`src/rtl/config_frame_loader.sv`:
```
// Configuration frame loader: a sync word opens a session, headers select the frame address and word count, and data words are emitted as frames.
// Optional session idle timeout is enabled by defining CONFIG_TIMEOUT_EN.
//
// state  | meaning
// IDLE   | no session; only SYNC_WORD is accepted
// HEADER | session open; waiting for a command word
// DATA   | emitting frames until the word counter reaches zero
module config_frame_loader #(
    parameter logic [31:0] SYNC_WORD      = 32'hFAB0_FAB1,
    parameter int          ADDR_WIDTH     = 8,
    parameter int          TIMEOUT_CYCLES = 65536
) (
    input  logic                  clk_i,
    input  logic                  reset_i,
    input  logic                  word_write_strobe_i,
    input  logic [31:0]           write_data_i,
    output logic                  frame_valid_o,
    output logic [ADDR_WIDTH-1:0] frame_addr_o,
    output logic [31:0]           frame_data_o,
    output logic                  config_active_o,
    output logic                  config_done_o,
    output logic                  error_o
);

    typedef enum logic [1:0] {
        ST_IDLE   = 2'd0,
        ST_HEADER = 2'd1,
        ST_DATA   = 2'd2
    } state_t;

    state_t                state;
    logic [ADDR_WIDTH-1:0] addr_q;
    logic [7:0]            count_q;

    logic [7:0]            hdr_cmd;
    logic [ADDR_WIDTH-1:0] hdr_addr;
    logic [7:0]            hdr_count;
    logic                  is_sync;

    assign hdr_cmd   = write_data_i[31:24];
    assign hdr_addr  = write_data_i[ADDR_WIDTH+7:8];
    assign hdr_count = write_data_i[7:0];
    assign is_sync   = (write_data_i == SYNC_WORD);

`ifdef CONFIG_TIMEOUT_EN
    localparam int TW = (TIMEOUT_CYCLES > 1) ? $clog2(TIMEOUT_CYCLES) : 1;
    localparam logic [TW-1:0] TIMER_LOAD = TW'(TIMEOUT_CYCLES - 1);
    // Down-counter reloaded on every strobe; expiry is the idle cycle seen at zero.
    logic [TW-1:0] timer_q;
`endif

    always_ff @(posedge clk_i) begin
        if (reset_i) begin
            state           <= ST_IDLE;
            addr_q          <= '0;
            count_q         <= '0;
            frame_valid_o   <= 1'b0;
            frame_addr_o    <= '0;
            frame_data_o    <= '0;
            config_active_o <= 1'b0;
            config_done_o   <= 1'b0;
            error_o         <= 1'b0;
`ifdef CONFIG_TIMEOUT_EN
            timer_q         <= '0;
`endif
        end else begin
            frame_valid_o <= 1'b0;
            case (state)
                ST_IDLE: begin
                    if (word_write_strobe_i && is_sync) begin
                        state           <= ST_HEADER;
                        config_active_o <= 1'b1;
                        config_done_o   <= 1'b0;
                        error_o         <= 1'b0;
                    end
                end
                ST_HEADER: begin
                    // A repeated sync word inside a session is a harmless no-op.
                    if (word_write_strobe_i && !is_sync) begin
                        case (hdr_cmd)
                            8'h01: begin
                                if (hdr_count != 8'd0) begin
                                    addr_q  <= hdr_addr;
                                    count_q <= hdr_count;
                                    state   <= ST_DATA;
                                end
                            end
                            8'h00: begin
                                config_done_o   <= 1'b1;
                                config_active_o <= 1'b0;
                                state           <= ST_IDLE;
                            end
                            default: begin
                                error_o         <= 1'b1;
                                config_active_o <= 1'b0;
                                state           <= ST_IDLE;
                            end
                        endcase
                    end
                end
                ST_DATA: begin
                    if (word_write_strobe_i) begin
                        frame_valid_o <= 1'b1;
                        frame_addr_o  <= addr_q;
                        frame_data_o  <= write_data_i;
                        addr_q        <= addr_q + ADDR_WIDTH'(1);
                        count_q       <= count_q - 8'd1;
                        if (count_q == 8'd1) begin
                            state <= ST_HEADER;
                        end
                    end
                end
                default: begin
                    state           <= ST_IDLE;
                    config_active_o <= 1'b0;
                end
            endcase
`ifdef CONFIG_TIMEOUT_EN
            if (word_write_strobe_i) begin
                timer_q <= TIMER_LOAD;
            end else if (state != ST_IDLE) begin
                if (timer_q == '0) begin
                    error_o         <= 1'b1;
                    config_active_o <= 1'b0;
                    state           <= ST_IDLE;
                end else begin
                    timer_q <= timer_q - TW'(1);
                end
            end
`endif
        end
    end

endmodule

```
`config.mk`:
```
export PLATFORM = sky130hd
export DESIGN_NAME = config_frame_loader
export DESIGN_NICKNAME = d
export VERILOG_FILES = /design/src/rtl/config_frame_loader.sv
export SDC_FILE = /design/constraint.sdc
export NUM_CORES = 1
export LEC_CHECK = 0
export CORE_AREA = 2 2 78 80
export DETAILED_ROUTE_END_ITERATION = 6
export DIE_AREA = 0 0 80 82
export PLACE_DENSITY = 0.94
export SLEW_MARGIN = 20
export SYNTH_ARGS = -nofsm -noshare
export SYNTH_HDL_FRONTEND = slang
export SYNTH_SLANG_ARGS = --single-unit
```
`constraint.sdc`:
```
create_clock -name clk_i -period 3.6 [get_ports clk_i]
set_clock_uncertainty 0.1 [all_clocks]
set_input_delay 0.54 -clock clk_i [delete_from_list [all_inputs] [get_ports clk_i]]
set_output_delay 0.54 -clock clk_i [all_outputs]
set_load 0.01 [all_outputs]
```
# == Word-level counts from Yosys, hierarchy flattened ==
# Cells that the tools add are included.
# op_classes
add_sub_neg,2
eq_ne,15
muxes,29
bitwise_logic,1
reduce_logical,16
# op_table
cell,n
$mux W8,8
$eq A32 B32 Y1 const B,1
$pmux W8 S2,2
$eq A8 B1 Y1 const B,2
$ne A2 B2 Y1 const B,8
$mux W2,6
$reduce_and A4 Y1,3
$reduce_and A5 Y1,2
$mux W1,9
$add A8 B1 Y8 const B,1
$logic_not A8 Y1,1
$reduce_bool A8 Y1,1
$sub A8 B1 Y8 const B,1
$pmux W2 S3,1
$pmux W1 S2,2
$reduce_bool A2 Y1,2
$reduce_or A2 Y1,2
$ne A3 B3 Y1 const B,1
$pmux W1 S3,1
$eq A2 B1 Y1 const B,1
$eq A2 B2 Y1 const B,1
$logic_and A1 B1 Y1,2
$logic_not A2 Y1,1
$ne A2 B1 Y1 const B,1
3 further kinds,3
# totals
register_bits,62
output_inout_bits,44
elab_cells,72

# == Logic depth before layout (Yosys ltp) ==
# Gate-level depths: netlist of run 1.
# depth
depth_word,5
depth_mapped,8

# == Least setup slack after synthesis of run 1 ==
# OpenSTA, ideal clock, no wires.
# synth_path
path_kind,input -> register
start,in write_data_i[27]
end,reg count_q[3]
setup_ps,95
t_arrival_ps,2157
required_time_ps,3405
path_slack_ps,1248
cell_stages,6
path_buffers,1
cell_sequence,or4_4 > nor3_4 > a2bb2o_4 > buf_6 > or3_1 > o311ai_1
# synth_via
elab_chain_len,5
word_cells_on_any_way,7
cone_classes,eq/ne: 4; reduce/logical: 3
# synth_rtl
element,line,rtl
start: declaration,16,"input logic [31:0] write_data_i,"
$eq A32 B32 Y1,43,assign is_sync = (write_data_i == SYNC_WORD);
$logic_not A1 Y1,79,if (word_write_strobe_i && !is_sync) begin
$logic_and A1 B1 Y1,79,
$ne A2 B2 Y1 (no source line),-,
$reduce_and A5 Y1 (no source line) *,-,
end signal: assignment,84,count_q <= hdr_count;
end signal: assignment,107,count_q <= count_q - 8'd1;
end: declaration,33,logic [7:0] count_q;
# Mark *: on every way between the ends. The rest lies on a longest branch, timed or not.
# A chain may end at the register's enable or synchronous reset.

# == Worst setup path after layout of run 1 ==
# layout_path
start,in write_data_i[1]
end,reg count_q[6]
# The elaborated chain is that of the path after synthesis.

==> Flow_metrics.wiki, run 1 <==
{| class="wikitable"
! Metric !! Value
|-
| Global-route usage over all layers || 0.254
|-
| Sequential cell area || about 1200 um^2
|-
| IR drop worst, VDD || 0.000219 V
|-
| Minimum setup slack after placement || 625 ps
|-
| Total gr overflow || 0
|-
| CTS sink count || 62
|-
| Setup Fix Bufs, Post-CTS || 0
|-
| Top Ports || 79
|-
| Library cell with the largest summed area after synthesis || dfxtp_1
|-
| Critical-path cell list || clkdlybuf4s50_1 -> or4_1 -> nor4_1 -> and2_1 -> o21ai_1 -> o311ai_1
|-
| Vertical die dimension || 82 um
|-
| Cell area after technology mapping || 2850 um^2
|-
| Maximum number of pins on one net before global-route repair || 42
|-
| Setup ws final || between 900 and 1000 ps
|-
| Number of storage elements in the synthesis netlist || between 60 and 70
|-
| Start-to-end type of the worst setup path || input port to register
|-
| Post-route fraction of the period consumed by the critical path || 0.728
|-
| Via count of the first global-routing pass || 2721
|-
| Maximum capacitance violations || 0
|-
| Synthesized instance count || between 300 and 400
|-
| Routed len/inst || 15.8 um
|-
| Longest individual stage delay on the worst path || about 600 ps
|-
| Data required, critical path || 3750 ps
|-
| Share of synthesized area occupied by flip-flops and latches || 0.435
|-
| CTS tree || done
|-
| Number of diodes || 0
|-
| Transition time at the pin with the least slew margin || 705 ps
|-
| Post-cts repair resize count || 0
|-
| Area of the die || 6560 um^2
|-
| Final total negative setup slack || 0 ps
|-
| Total via count in the routed design || about 2900
|-
| Number of filler instances in the final layout || 441
|-
| Worst Setup SP || write_data_i[1]
|-
| Power density normalized to cell area || roughly 380 nW/um^2
|-
| Fraction of synthesized cell area taken by the top area cell type || 0.435
|-
| Number of buffers on the longest clock path || 2
|-
| Reported leakage power || roughly 1.3 nW
|-
| Pre-Repair DR Iteration Count || 6
|-
| Fraction of layout instances using a drive strength above 1 || 0.0631
|-
| Count of buffers inserted at the top-level ports || between 70 and 80
|-
| Startpoint of the tightest hold check path || frame_addr_o[4]$_SDFFE_PP0P_
|-
| Clock-pin transition on the worst setup and hold timing paths || 60 ps
|-
| H-tree lvl count || 3
|-
| Critical path arrival || 2770 ps
|-
| Number of antenna violations at the first check in global routing || 0
|-
| HPWL Detailed || between 5000 and 6000 um
|-
| Yosys synthesis warning count || 0
|-
| Hold_ws || 353 ps
|-
| Achievable Freq || ~0.38 GHz
|-
| Top cells by instance count after synthesis || nand2_1 (100), dfxtp_1 (62), a21oi_1 (61)
|-
| Max Slew Vio Count || 0
|-
| Leading cell types by total area after synthesis || dfxtp_1 (44%), nand2_1 (13%), a21oi_1 (11%)
|-
| Min cycle time layout || 2620 ps
|-
| Primary FF master, synth || dfxtp_1
|-
| Status || complete, no violations
|-
| Antenna Nets Post-Route || 0
|-
| Highest-delay cell along the critical path || or4_1
|-
| Worst relative slew slack || 0.530
|-
| Leading cell type by number of instances after synthesis || nand2_1
|-
| Routability cong. || between 0.8 and 0.9
|-
| Site row count || 28
|-
| Critical Path Fanout Max || 5
|-
| Number of nets in the layout || 478
|-
| Root buffer cell || clkbuf_8
|-
| Effective utilization at floorplan || 0.497
|-
| Worst flop-to-flop path startpoint || state[0]$_SDFFE_PP0P_
|-
| Ys async rst share || 0
|-
| Area inside the core boundary || ~5700 um^2
|-
| Number of enable-type register cells in the synthesized netlist || 0
|-
| DRT Wirelength || between 8000 and 9000 um
|-
| Number of DRC violations after detailed-routing iteration 0 || 211
|-
| Die Wd || approximately 80 um
|-
| Total count of hold-check failures in the final report || 0
|-
| Total of endpoints with negative setup slack in the final report || 0
|-
| Startpoint Class || input port
|-
| Multi-input combinational cell area || 1480 um^2
|-
| Distinct cell type count of the synthesized netlist || 45
|-
| Number of CTS-inserted buffers || 9
|-
| Post-synth net total || between 400 and 500
|-
| Mean number of vias per cell || 5.61
|-
| Number of buffers added to fix hold violations after cts || 0
|-
| Area grow syn2layout || 35.7%
|-
| Unrepaired setup endpoints after global routing || false
|-
| Worst hold path class || register to register
|-
| Average footprint of a synthesized cell || roughly 7.7 um^2
|-
| Residual DRC count || 0
|-
| Global-route wire length before repair || around 13000 um
|-
| Type of element capturing the critical path || register
|-
| Clk Latency, worst-skew pair || 350 ps
|}
[worst max-delay path, delay by kind of cell]
kind	cells	cell delay, ps
buf+inv	1	450
compound gates	2	480
simple gates	3	1300
[registers in the layout, indices dropped and copies added (netlist names)]
register / count
count_q: 8
config_active_o: 1
config_done_o: 1
state: 2
frame_valid_o: 1
frame_addr_o: 8
error_o: 1
addr_q: 8
frame_data_o: 32
[final timing paths]
check / endpoint / cells past startpoint / slack, ps
worst max-delay path: count_q[6]$_SDFFE_PP0P_ / 6 / 980
worst min-delay path: frame_addr_o[4]$_SDFFE_PP0P_ / 2 / 350
worst min register to register: frame_addr_o[4]$_SDFFE_PP0P_ / 2 / 350
worst max register to register: count_q[3]$_SDFFE_PP0P_ / 6 / 1470
[cell usage in the layout (no fill, tap or decap), drive strengths merged, types with 4 or more instances in the layout]
| master | instances |
|---|---|
| nand2 | 100 |
| clkdlybuf4s50 | 77 |
| dfxtp | 62 |
| a21oi | 61 |
| nor2 | 19 |
| clkbuf | 11 |
| nor3 | 11 |
| o21ai | 11 |
| nand2b | 9 |
| inv | 7 |
| buf | 6 |
| nand3 | 5 |
| o32ai | 5 |
| nand4b | 4 |
| or4 | 4 |
| o311ai | 4 |
[per-stage QoR]
stage / util / std cells / instance area, um^2 / power [W]
6_report: 0.674 / 519 / 3870 / 0.00145
5_1_grt: 0.674 / 519 / 3870 / 0.00149
4_1_cts: 0.674 / 519 / 3870 / 0.00146
3_5_place_dp: 0.635 / 504 / 3650 / 0.000780
3_3_place_gp: 0.635 / 504 / 3650 / 0.000779
2_1_floorplan: - / 371 / 2850 / 0.000727
[logic make-up after synthesis]
kind of cell	after synthesis	share of synthesized area
adder cells (fa/ha/maj)	3	0.0132
AND/OR/NAND/NOR	172	0.283
AO/OA/AOI/OAI	102	0.221
buffers and inverters	32	0.0478
flip-flops	62	0.435
[routing by layer]
metal,track usage,share of wire,vias to the layer above
met5,0,0,-
met4,0.180,0.044,0
met3,0.0473,0.058,29
met2,0.440,0.50,129
met1,0.281,0.40,1322
li1,-,-,1432
[layout make-up]
cell class	count	share of cell area
multi-input combinational	277	0.381
tap	75	0.0242
clock inverter	4	0.0181
clock buffer	11	0.0391
timing repair buffer	83	0.210
inverter	7	0.00679
sequential	62	0.321
[where the power goes]
part           leakage (nW)        switching, W  internal, W   total, W
sequential            0.499  0.0000000000000189     0.000686   0.000686
combinational         0.673           0.0000394    0.0000418  0.0000812
clock                 0.115            0.000266     0.000421   0.000687
Note: power is estimated with default switching activity, not from simulation.
==> inputs of run 2 (changes only) <==
CORE_AREA = 2 2 81 83   (was 2 2 78 80)
DIE_AREA = 0 0 83 85   (was 0 0 80 82)
PLACE_DENSITY = 0.88   (was 0.94)
clock period = 2.55 ns   (was 3.6 ns; I/O delays follow)
==> run 2 against run 1 <==
Hold slack gained 3.1 ps. Utilization shrank 1.8 points. Combinational power grew 67%. Register-to-register slack lost 950 ps. Die area grew 7.5%. Clock power grew 32%. Sequential power grew 41%. Clock-buffer cell count grew 1. Critical path depth is the same. Cell area grew 5.1%. Sequential share of layout area shrank 1.6 points. Total power grew 38%. Largest cell class unchanged.
==> Flow_metrics.wiki, run 2 (synthesized netlist as in run 1, its figures left out) <==
{| class="wikitable"
! Metric !! Value
|-
| Residual DRC count || 0
|-
| Worst relative slew slack || 0.625
|-
| H-tree lvl count || 3
|-
| Root buffer cell || clkbuf_8
|-
| HPWL Detailed || 5960 um
|-
| CTS sink count || 62
|-
| Maximum capacitance violations || 0
|-
| Number of diodes || 0
|-
| Total via count in the routed design || 3068
|-
| Total count of hold-check failures in the final report || 0
|-
| Max Slew Vio Count || 0
|-
| Hold_ws || 356 ps
|-
| Clock-pin transition on the worst setup and hold timing paths || 70 ps
|-
| Worst Setup SP || write_data_i[27]
|-
| Number of CTS-inserted buffers || 9
|-
| Worst reg2reg setup slack || 520 ps
|-
| Achievable Freq || 0.420 GHz
|-
| Total design power || 0.00201 W
|-
| Worst flop-to-flop path startpoint || state[1]$_SDFFE_PP0P_
|-
| Status || complete, no violations
|-
| Die Wd || 83 um
|-
| Routability cong. || 0.904
|-
| Global-route usage over all layers || 0.237
|-
| Unrepaired setup endpoints after global routing || false
|-
| Leading cell type in the layout, fill and taps excluded || nand2_1
|-
| Data required, critical path || 2680 ps
|-
| Site row count || 29
|-
| Routed len/inst || 15.3 um
|-
| Type of element capturing the critical path || register
|-
| DRT Wirelength || 8310 um
|-
| Post-cts repair resize count || 0
|-
| Min cycle time layout || 2380 ps
|-
| Critical Path Fanout Max || 9
|-
| Worst R2R End || addr_q[1]$_SDFFE_PP0P_
|-
| Critical path arrival || 2510 ps
|-
| Number of antenna violations at the first check in global routing || 0
|-
| Max reg flops || 32
|-
| Setup Fix Bufs, Post-CTS || 0
|-
| Final total negative setup slack || 0 ps
|-
| Clk Latency, worst-skew pair || 340 ps
|-
| Number of nets in the layout || 501
|-
| Area of the die || 7060 um^2
|-
| Post-route fraction of the period consumed by the critical path || 0.933
|-
| Via count of the first global-routing pass || 2888
|-
| Setup ws final || 171 ps
|-
| Reported leakage power || 1.41 nW
|-
| Commonest non-fill, non-tap cells in the layout || nand2_1 (100), clkdlybuf4s50_1 (77), dfxtp_1 (62)
|-
| Effective utilization at floorplan || 0.460
|-
| Area inside the core boundary || 6200 um^2
|-
| Start-to-end type of the worst setup path || input port to register
|-
| Number of buffers added to fix hold violations after cts || 0
|-
| Top Ports || 79
|-
| Number of DRC violations after detailed-routing iteration 0 || 186
|-
| Global-route wire length before repair || 13600 um
|-
| Pre-Repair DR Iteration Count || 4
|-
| IR drop worst, VDD || between 0.0002 and 0.0003 V
|-
| Final standard cell utilization of the core || 0.656
|-
| Hold path depth || 2
|-
| Fraction of layout instances using a drive strength above 1 || 0.109
|-
| Startpoint Class || input port
|-
| Startpoint of the tightest hold check path || frame_data_o[6]$_SDFFE_PP0P_
|-
| Power density normalized to cell area || 493 nW/um^2
|-
| Total gr overflow || 0
|-
| Number of buffers on the longest clock path || 2
|-
| Vertical die dimension || 85 um
|-
| Hold-critical path endpoint || frame_data_o[6]$_SDFFE_PP0P_
|-
| Worst hold path class || register to register
|-
| Register with the highest flop count || frame_data_o
|-
| Maximum number of pins on one net before global-route repair || 37
|-
| Mean number of vias per cell || around 5.6
|-
| Total of endpoints with negative setup slack in the final report || 0
|-
| CTS tree || done
|-
| Count of buffers inserted at the top-level ports || 78
|-
| Area grow syn2layout || 42.7%
|-
| Depth of the most critical reg-to-reg path || 5
|-
| Minimum setup slack after placement || -112 ps
|-
| Antenna Nets Post-Route || 0
|-
| Transition time at the pin with the least slew margin || ~560 ps
|}
## run 2: how the worst max path moves through the flow
stage                                    endpoint  slack, ps
after floorplan           count_q[3]$_SDFFE_PP0P_        360
after global placement    count_q[0]$_SDFFE_PP0P_        -30
after detailed placement   addr_q[1]$_SDFFE_PP0P_       -110
after CTS                  addr_q[1]$_SDFFE_PP0P_        200
after global routing      count_q[6]$_SDFFE_PP0P_         70
final                      addr_q[1]$_SDFFE_PP0P_        170
## run 2: power by group
group / internal (W) / leakage (nW) / switching, W / total [W]
Sequential: 0.000968 / 0.499 / 0.0000000000000283 / 0.000968
Combinational: 0.0000767 / 0.803 / 0.0000590 / 0.000136
Clock: 0.000524 / 0.104 / 0.000380 / 0.000904
Total: 0.00157 / 1.41 / 0.000439 / 0.00201
## run 2: worst max-delay path, cell delays in order
cell	delay (ps)
clkdlybuf4s50_1	460
or4_4	580
nor3_4	260
a2bb2oi_2	400
nor2_1	90
a311oi_1	330
## run 2: layout make-up
cell class / instances / area (um^2)
Clock buffer: 12 / 165
Clock inverter: 3 / 42.5
Fill cell: 496 / 2130
Inverter: 7 / 26.3
Multi-Input combinational cell: 277 / 1480
Sequential cell: 62 / 1240
Tap cell: 77 / 96.3
Timing Repair Buffer: 106 / 1020
## run 2: layer usage
layer  global-route usage  vias up  wire length (um)
met5                    0        -                 0
met4                0.121        0               220
met3               0.0379       18               350
met2                0.406      102              4230
met1                0.289     1474              3510
li1                     -     1474                 -
## run 2: through the flow
stage          area, um^2  cells
2_1_floorplan        2850    371
6_report             4070    544
5_1_grt              4070    544
3_5_place_dp         3860    529
4_1_cts              4070    544
3_3_place_gp         3860    529
==> inputs of run 3 (changes only) <==
CORE_AREA = 4 4 83 85   (was 2 2 81 83)
DIE_AREA = 0 0 87 89   (was 0 0 83 85)
clock period = 2.5 ns   (was 2.55 ns; I/O delays follow)
==> run 3 against run 2 <==
Sequential cell count unchanged. Via count fell by 0.55%. Global-route usage shrank 1.9 points. Routed wire length up 0.14%. Clock-buffer cell count is 1 lower. First-iteration DRC count increased by 9.7%. Cell area up 0.34%. Die area rose by 9.8%. Largest power group unchanged. Highest routed layer unchanged.
==> Flow_metrics.wiki, run 3 (synthesized netlist as in run 1, its figures left out) <==
{| class="wikitable"
! Metric !! Value
|-
| Area inside the core boundary || 6200 um^2
|-
| Startpoint Class || input port
|-
| Effective utilization at floorplan || 0.460
|-
| Final std cells w/o fill || 547
|-
| Post-route fraction of the period consumed by the critical path || 0.942
|-
| Pre-Repair DR Iteration Count || 5
|-
| Number of buffers on the longest clock path || 2
|-
| Number of CTS-inserted buffers || 9
|-
| Vertical die dimension || 89 um
|-
| Number of diodes || 0
|-
| Type of element capturing the critical path || register
|-
| Antenna Nets Post-Route || 0
|-
| Global-route usage over all layers || 0.218
|-
| HPWL Detailed || 5810 um
|-
| IR drop worst, VDD || 0.000280 V
|-
| Mean number of vias per cell || 5.58
|-
| Area of the die || 7740 um^2
|-
| Commonest non-fill, non-tap cells in the layout || nand2_1 (100), clkdlybuf4s50_1 (77), dfxtp_1 (62)
|-
| Data required, critical path || between 2000 and 3000 ps
|-
| Start-to-end type of the worst setup path || input port to register
|-
| Worst reg2reg setup slack || 580 ps
|-
| Die Wd || slightly below 90 um
|-
| Root buffer cell || clkbuf_8
|-
| Critical Path Fanout Max || 5
|-
| Routed len/inst || about 15 um
|-
| Status || complete, no violations
|-
| Max Slew Vio Count || 0
|-
| Routability cong. || 0.889
|-
| Maximum capacitance violations || 0
|-
| Total of endpoints with negative setup slack in the final report || 0
|-
| Top Ports || between 70 and 80
|-
| Total via count in the routed design || 3051
|-
| Design area || 4080 um^2
|-
| Unrepaired setup endpoints after global routing || false
|-
| Achievable Freq || ~0.42 GHz
|-
| Transition time at the pin with the least slew margin || 799 ps
|-
| Area grow syn2layout || 43.2%
|-
| Fraction of layout instances using a drive strength above 1 || 0.115
|-
| CTS tree || done
|-
| Count of buffers inserted at the top-level ports || 78
|-
| H-tree lvl count || 3
|-
| Number of buffers added to fix hold violations after cts || 0
|-
| Via count of the first global-routing pass || 2859
|-
| Critical path arrival || roughly 2500 ps
|-
| Number of DRC violations after detailed-routing iteration 0 || 204
|-
| Reported leakage power || 1.41 nW
|-
| Min cycle time layout || about 2400 ps
|-
| Cell Area, Placed || 3890 um^2
|-
| Number of antenna violations at the first check in global routing || 0
|-
| Number of cells after detailed placement || 531
|-
| Final standard cell utilization of the core || 0.658
|-
| Clk Latency, worst-skew pair || ~340 ps
|-
| Leading cell type in the layout, fill and taps excluded || nand2_1
|-
| Maximum number of pins on one net before global-route repair || 45
|-
| Worst hold path class || register to register
|-
| Site row count || 29
|-
| Power density normalized to cell area || 482 nW/um^2
|-
| Total gr overflow || 0
|-
| Register with the highest flop count || frame_data_o
|-
| Worst relative slew slack || 0.467
|-
| CTS sink count || 62
|-
| Number of nets in the layout || 503
|-
| DRT Wirelength || 8320 um
|-
| Total count of hold-check failures in the final report || 0
|-
| Global-route wire length before repair || 13400 um
|-
| Residual DRC count || 0
|-
| Total design power || 0.00197 W
|-
| Clock-pin transition on the worst setup and hold timing paths || about 70 ps
|-
| Hold_ws || around 350 ps
|-
| Max reg flops || 32
|}
[run 3: cell type report]
class | count | area (um^2)
Tap cell | 77 | 96.3
Inverter | 7 | 26.3
Fill cell | 484 | 2120
Clock buffer | 11 | 131
Clock inverter | 5 | 50.0
Sequential cell | 62 | 1240
Multi-Input combinational cell | 277 | 1490
Timing Repair Buffer | 108 | 1050
[run 3: critical path, cell delays in order]
cell and delay [ps]:
clkdlybuf4s50_1 410, or4_1 630, nor4_2 370, and2_1 230, o21ai_1 170, o311ai_1 300
[run 3: final timing paths]
check / from / end / depth (start not counted)
setup / recovery: write_data_i[1] / count_q[4]$_SDFFE_PP0P_ / 6
hold / removal: frame_addr_o[3]$_SDFFE_PP0P_ / frame_addr_o[3]$_SDFFE_PP0P_ / 2
setup reg to reg: state[1]$_SDFFE_PP0P_ / frame_addr_o[5]$_SDFFE_PP0P_ / 6
hold reg to reg: frame_addr_o[3]$_SDFFE_PP0P_ / frame_addr_o[3]$_SDFFE_PP0P_ / 2
[run 3: per-layer routing]
| metal | global-route usage | part of all wire | vias to the layer above |
|---|---|---|---|
| li1 | - | - | 1486 |
| met1 | 0.257 | 0.40 | 1434 |
| met2 | 0.375 | 0.52 | 111 |
| met3 | 0.0396 | 0.056 | 20 |
| met4 | 0.123 | 0.029 | 0 |
| met5 | 0 | 0 | - |
[run 3: through the flow]
stage	worst slack [ps]	TNS [ps]
after floorplan	313	0
after global routing	44.0	0
final	145	0
after detailed placement	-203	-1840
after global placement	-93.3	-721
after CTS	93.3	0
[run 3: where the power goes]
group | leakage (nW) | switching (W) | internal, W
clock | 0.0968 | 0.000386 | 0.000454
combinational | 0.817 | 0.0000609 | 0.0000792
sequential | 0.499 | 0.0000000000000290 | 0.000987
total | 1.41 | 0.000447 | 0.00152
[run 3: timing repair]
action	in CTS	in global routing
endpoints found under the setup margin	0	3
buffers inserted	0	0
gates resized for setup	0	2
